**src/rtl/mano_seq_ctrl_if.sv**
```systemverilog
// Handshake bundle between the Mano sequence controller and the rest of the CPU
// (sequence counter, datapath, interrupt logic).
interface mano_seq_ctrl_if #(
  parameter int SEQW = 4
);
  logic [SEQW-1:0]        t;
  logic                   start;
  logic                   exec_done;
  logic                   hlt;
  logic                   ien;
  logic                   irq;
  logic                   sc_en;
  logic                   sc_clr;
  logic [(1<<SEQW)-1:0]   tdec;
  logic                   r_flag;
  logic                   ien_clr;
  logic                   halted;
  logic                   fault;

  // CPU side: owns the counter and the datapath, consumes the timing signals
  modport master (
    output t, start, exec_done, hlt, ien, irq,
    input  sc_en, sc_clr, tdec, r_flag, ien_clr, halted, fault
  );

  // controller side
  modport slave (
    input  t, start, exec_done, hlt, ien, irq,
    output sc_en, sc_clr, tdec, r_flag, ien_clr, halted, fault
  );
endinterface

```
**src/rtl/mano_seq_ctrl.sv**
```systemverilog
// Mano CPU sequence controller: drives the sequence counter clear/enable,
// decodes t into one-hot T0..Tn and walks HALT -> RUN -> INTR.
// Optional build macro MANO_SEQ_CHECK_EN adds a shadow counter and a
// step watchdog that raise a sticky fault and force HALT.
module mano_seq_ctrl #(
  parameter int SEQW     = 4,
  parameter int STEP_MAX = 7
) (
  input logic            clk,
  input logic            rst,
  mano_seq_ctrl_if.slave bus
);
  localparam int TW = 1 << SEQW;

  // STEP_MAX has to be a reachable step value
  if (STEP_MAX < 0 || STEP_MAX >= TW) begin : g_bad_step_max
    $error("mano_seq_ctrl: STEP_MAX out of range for SEQW");
  end

  typedef enum logic [1:0] {S_HALT, S_RUN, S_INTR} state_e;

  state_e          state_q, state_d;
  logic            r_q, r_d;
  logic            fault_q;
  logic            trip;
  logic            rset;
  logic            sc_en, sc_clr, ien_clr;
  logic [TW-1:0]   tdec;

`ifdef MANO_SEQ_CHECK_EN
  logic [SEQW-1:0] sh_q, sh_d;

  // shadow count tracks what the real counter must show; watchdog bounds RUN steps
  always_comb begin
    sh_d = sh_q;
    if (sc_clr)     sh_d = '0;
    else if (sc_en) sh_d = sh_q + SEQW'(1);
    trip = ((state_q != S_HALT) && (bus.t != sh_q)) ||
           ((state_q == S_RUN) && (bus.t == SEQW'(STEP_MAX)) &&
            !bus.exec_done && !bus.hlt);
  end

  // shadow counter and sticky fault flag
  always_ff @(posedge clk or posedge rst) begin
    if (rst) begin
      sh_q    <= '0;
      fault_q <= 1'b0;
    end else begin
      sh_q    <= sh_d;
      fault_q <= fault_q | trip;
    end
  end
`else
  assign trip    = 1'b0;
  assign fault_q = 1'b0;
`endif

  // next state, R flip-flop and counter control
  always_comb begin
    state_d = state_q;
    r_d     = r_q;
    sc_en   = 1'b0;
    sc_clr  = 1'b0;
    ien_clr = 1'b0;
    tdec    = '0;
    rset    = (bus.t >= SEQW'(3)) && bus.ien && bus.irq;
    case (state_q)
      S_HALT: begin
        sc_clr = 1'b1;
        if (bus.start && !fault_q) state_d = S_RUN;
      end
      S_RUN: begin
        tdec[bus.t] = 1'b1;
        if (bus.hlt) begin
          // halting wins over a pending or newly raised interrupt
          sc_clr  = 1'b1;
          state_d = S_HALT;
          r_d     = 1'b0;
        end else begin
          if (rset) r_d = 1'b1;
          if (bus.exec_done) begin
            sc_clr = 1'b1;
            if (r_q || rset) state_d = S_INTR;
          end else begin
            sc_en = 1'b1;
          end
        end
      end
      S_INTR: begin
        tdec[bus.t] = 1'b1;
        if (bus.t == SEQW'(2)) begin
          sc_clr  = 1'b1;
          ien_clr = 1'b1;
          r_d     = 1'b0;
          state_d = S_RUN;
        end else begin
          sc_en = 1'b1;
        end
      end
      default: state_d = S_HALT;
    endcase
    // a detected counter fault stops the machine at the same edge
    if (trip) begin
      state_d = S_HALT;
      r_d     = 1'b0;
    end
  end

  // state and R flip-flop registers
  always_ff @(posedge clk or posedge rst) begin
    if (rst) begin
      state_q <= S_HALT;
      r_q     <= 1'b0;
    end else begin
      state_q <= state_d;
      r_q     <= r_d;
    end
  end

  assign bus.sc_en   = sc_en;
  assign bus.sc_clr  = sc_clr;
  assign bus.tdec    = tdec;
  assign bus.ien_clr = ien_clr;
  assign bus.r_flag  = r_q;
  assign bus.halted  = (state_q == S_HALT);
  assign bus.fault   = fault_q;
endmodule

```
**src/flat_wrapper.sv**
```systemverilog
// flat-port wrapper written by rule: the top's interface ports become plain ports
module mano_seq_ctrl_flat 
#(
  parameter int SEQW     = 4,
  parameter int STEP_MAX = 7
)
  (clk, rst, bus_t, bus_start, bus_exec_done, bus_hlt, bus_ien, bus_irq, bus_sc_en, bus_sc_clr, bus_tdec, bus_r_flag, bus_ien_clr, bus_halted, bus_fault);
  mano_seq_ctrl_if #(.SEQW(SEQW)) bus_i ();
  input logic clk;
  input logic rst;
  input wire logic [$bits(bus_i.t)-1:0] bus_t;
  input wire logic [$bits(bus_i.start)-1:0] bus_start;
  input wire logic [$bits(bus_i.exec_done)-1:0] bus_exec_done;
  input wire logic [$bits(bus_i.hlt)-1:0] bus_hlt;
  input wire logic [$bits(bus_i.ien)-1:0] bus_ien;
  input wire logic [$bits(bus_i.irq)-1:0] bus_irq;
  output wire logic [$bits(bus_i.sc_en)-1:0] bus_sc_en;
  output wire logic [$bits(bus_i.sc_clr)-1:0] bus_sc_clr;
  output wire logic [$bits(bus_i.tdec)-1:0] bus_tdec;
  output wire logic [$bits(bus_i.r_flag)-1:0] bus_r_flag;
  output wire logic [$bits(bus_i.ien_clr)-1:0] bus_ien_clr;
  output wire logic [$bits(bus_i.halted)-1:0] bus_halted;
  output wire logic [$bits(bus_i.fault)-1:0] bus_fault;
  assign bus_i.t = bus_t;
  assign bus_i.start = bus_start;
  assign bus_i.exec_done = bus_exec_done;
  assign bus_i.hlt = bus_hlt;
  assign bus_i.ien = bus_ien;
  assign bus_i.irq = bus_irq;
  assign bus_sc_en = bus_i.sc_en;
  assign bus_sc_clr = bus_i.sc_clr;
  assign bus_tdec = bus_i.tdec;
  assign bus_r_flag = bus_i.r_flag;
  assign bus_ien_clr = bus_i.ien_clr;
  assign bus_halted = bus_i.halted;
  assign bus_fault = bus_i.fault;
  mano_seq_ctrl #(.SEQW(SEQW), .STEP_MAX(STEP_MAX)) u_core (.clk(clk), .rst(rst), .bus(bus_i));
endmodule
```
**config.mk**
```make
export PLATFORM = sky130hd
export DESIGN_NAME = mano_seq_ctrl_flat
export DESIGN_NICKNAME = d
export VERILOG_FILES = /design/src/rtl/mano_seq_ctrl_if.sv /design/src/rtl/mano_seq_ctrl.sv /design/src/flat_wrapper.sv
export SDC_FILE = /design/constraint.sdc
export NUM_CORES = 1
export LEC_CHECK = 0
export ABC_AREA = 0
export BUFFER_PORTS_ARGS = -buffer_cell sky130_fd_sc_hd__buf_2
export CAP_MARGIN = 15
export CORE_MARGIN = 1
export CORE_UTILIZATION = 35
export DETAILED_ROUTE_END_ITERATION = 10
export GPL_TIMING_DRIVEN = 0
export PLACE_DENSITY = 0.7
export SLEW_MARGIN = 5
export SYNTH_ARGS = -nofsm -noshare
export SYNTH_HDL_FRONTEND = slang
export SYNTH_SLANG_ARGS = --single-unit
```
**constraint.sdc**
```tcl
create_clock -name clk -period 2.21 [get_ports clk]
set_clock_uncertainty 0.05 [all_clocks]
set_input_delay 0.1105 -clock clk [delete_from_list [all_inputs] [get_ports clk]]
set_output_delay 0.1105 -clock clk [all_outputs]
set_load 0.01 [all_outputs]
```
==> out/results.txt <==
Cts bufs inserted: 3
Clk_lat worst skew: 0.24 ns
Clk buf depth: 2
Root Driver: clkbuf_4
Routed via count: 551
Post-layout nets: 116
CP Capture Type: output pin
DR WL/cell: 10.65 µm
Starting Density: 40.06%
Overall Global Routing Usage: 18.78%
# rows: 12
Mapped Area: 469.2 µm²
Fin. Hold Viols: 0
Die X-Extent: 38.62 µm
Fillers: 109
Count of final max-slew check failures: 0
Storage element area: 75.07 µm²
Detailed-route DRC error count: 0
Final WL: 1204 µm
Worst R2R Path Depth: 6
Max Fclk: 0.4783 GHz
# IOs: 33
Final Cycle Share: 94.61%
Outcome: finished clean
CP Launch Type: flip-flop
Part of the power in combinational logic: 66.5%
Vias per cell: 4.876
Syn Area/Cell: 7.218 µm²
Drt first pass iters: 4
Hold EP: u_core.bus.r_flag$_DFFE_PP0P_
PwrDens: 940.5 mW/mm²
Library cells used by synthesis: 26
Layout cells sized above 1: 40.40%
ANT nets after route: 0
Clk sinks: 3
Grt total ovfl: 0
WP data arrival: 1.93 ns
Tmin final: 2.091 ns
Worst EP required: 2.05 ns
Cells after synthesis: 65
Sequential cell area fraction in the yosys report: 16.00%
Total Neg Setup Slack: 0 ns
Flop2flop setup slack: 0.53 ns
Max_cap viols: 0
Most instantiated library cell after synthesis: nor2_1
Largest net degree at the start of global routing: 10
Initial antenna violation count: 0
Synthesis Warnings: 0
Primary FF master, synth: dfrtp_1
Worst R2R Start: u_core.state_q[1]$_DFFE_PP0P_
Final core occ: 57.05%
Final GP Congestion: 0.7794
DIE AREA: 0.001491 mm²
CTS-repair resized insts: 0
Initial drt markers: 22
Async SR Flop Fraction: 100.0%
RSZ-0062 raised after global routing: false
# diodes: 0
HPWL after detailed placement: 986.8 µm
I/O Buffers: 29
Area leader, netlist: dfrtp_1
Area delta synth->final: 42.40%
Share of the synthesized area in the top cell type: 16.00%
Maximum fanout along the worst path: 4
Setup CP Type: flip-flop to output pin
Multi-input logic area: 341.6 µm²
FF-to-FF End: u_core.state_q[0]$_DFFE_PP0P_
EDFF count, synth: 0
Syn nets: 81
Min-Delay Path Depth: 2
H-Tree Depth: 1
Total core area: 0.001171 mm²
Largest cells by area after synthesis: dfrtp_1 16%, ha_1 13%, nor2_1 12%
Flop pwr share: 17.9%
First-pass GRT wire length: 1863 µm
Int Pwr: 0.0003351 W
Worst Hold Launch: bus_hlt
FF+latch count, synth: 3
VDD IR-drop max: 0.6762 mV
Leakage: 0.3804 nW
Switching share of power: 46.68%
Commonest cells post-synth: 15 x nor2_1, 6 x inv_1, 5 x ha_1, 4 x nor3_1
Die H: 38.62 µm
Min-Delay Path Class: primary input to flip-flop
CTS clock-pin slew for the worst setup and hold paths: 0.04 ns
Hold-fix buffers at CTS: 1
Psw: 0.0002933 W
CTS tree: yes
Vias in the first global route: 428
Post-CTS Setup Inserts: 0
# setup viols final: 0
Clock power share: 15.6%
[final cells by class]
type                       instances  area share (%)
multi-input combinational         52           51.12
timing repair buffer              30           23.22
sequential                         3           11.24
clock buffer                       4           3.933
buffer                             3           3.933
inverter                           7           3.933
tap                               14           2.622
[metal layers]
layer / track usage [%] / part of all wire [%]
met5: 0 / 0
met4: 15.52 / 1.5
met3: 1.734 / 4.3
met2: 28.75 / 47
met1: 23.34 / 47
[power groups by stage]
| stage | clock network, W | logic [W] | registers [W] |
|---|---|---|---|
| 2_1_floorplan | 0 | 0.000302 | 0.000109 |
| 3_3_place_gp | 0 | 0.000411 | 0.000112 |
| 3_5_place_dp | 0 | 0.000415 | 0.000113 |
| 4_1_cts | 0.000100 | 0.000419 | 0.000112 |
| 5_1_grt | 0.000104 | 0.000477 | 0.000119 |
| 6_report | 0.0000978 | 0.000418 | 0.000112 |
[sequential cells by signal (all words and copies together) (netlist names)]
register,count
u_core.state_q,2
u_core.bus.r_flag,1
[through the flow]
stage | power (W) | cells | cell area [µm²] | hold WS, ns | setup slack [ns]
after floorplan | 0.0004107 | 65 | 469.2 | -0.1859 | 0.5342
after global placement | 0.0005228 | 108 | 631.9 | -0.07571 | 0.4143
after detailed placement | 0.0005276 | 108 | 631.9 | -0.06432 | 0.3906
after CTS | 0.0006315 | 113 | 668.1 | 0.03550 | 0.1277
after global routing | 0.0007000 | 113 | 668.1 | 0.04221 | 0.004032
final | 0.0006284 | 113 | 668.1 | 0.04128 | 0.1192
[worst max-delay path by stage]
stage	from	endpoint	slack, ns	cells after the start
after floorplan	u_core.state_q[0]$_DFFE_PP0P_	bus_tdec[0]	0.53	5
after global placement	u_core.state_q[0]$_DFFE_PP0P_	bus_tdec[0]	0.41	6
after detailed placement	u_core.state_q[0]$_DFFE_PP0P_	bus_tdec[0]	0.39	6
after CTS	u_core.state_q[0]$_DFFE_PP0P_	bus_tdec[0]	0.13	6
after global routing	u_core.state_q[0]$_DFFE_PP0P_	bus_tdec[0]	0.004	6
final	u_core.state_q[0]$_DFFE_PP0P_	bus_tdec[0]	0.12	6
[placed cells by master (no fill, tap or decap)]
cell,netlist,final
o21ai_1,2,2
inv_1,6,6
ha_1,5,5
inv_2,1,1
a21oi_1,2,2
mux2i_1,2,2
o21bai_1,2,2
dfrtp_1,3,3
or3b_1,1,1
conb_1,1,1
o21a_2,1,1
buf_6,1,1
dlygate4sd3_1,0,1
buf_4,2,2
nand2_1,3,3
nor4b_4,1,1
nand3_1,1,1
buf_2,0,29
o21ai_0,2,2
clkbuf_1,0,1
clkbuf_4,0,3
nor2_1,15,15
nor2b_1,1,1
nor3_1,4,4
a31oi_1,1,1
nand2b_1,3,3
o221a_2,1,1
a211oi_2,1,1
or3_1,1,1
nand3b_1,2,2
[critical path, stage by stage, from the launching register on]
cell and delay, ns:
dfrtp_1 0.41, inv_1 0.10, ha_1 0.36, inv_2 0.06, or3_1 0.44, nor3_1 0.16
buf_2 0.16
[kinds of logic (layout without fill, tap and decap cells)]
| logic type | Yosys count | after routing | share of synthesized area, % |
|---|---|---|---|
| other | 1 | 1 | 0.7992 |
| AO/OA/AOI/OAI | 12 | 12 | 17.87 |
| buffers and inverters | 10 | 44 | 11.20 |
| AND/OR/NAND/NOR | 32 | 32 | 36.53 |
| adder cells (fa/ha/maj) | 5 | 5 | 13.33 |
| flip-flops | 3 | 3 | 16.00 |
| multiplexers | 2 | 2 | 4.267 |
Power figures use the tool's default switching activity.
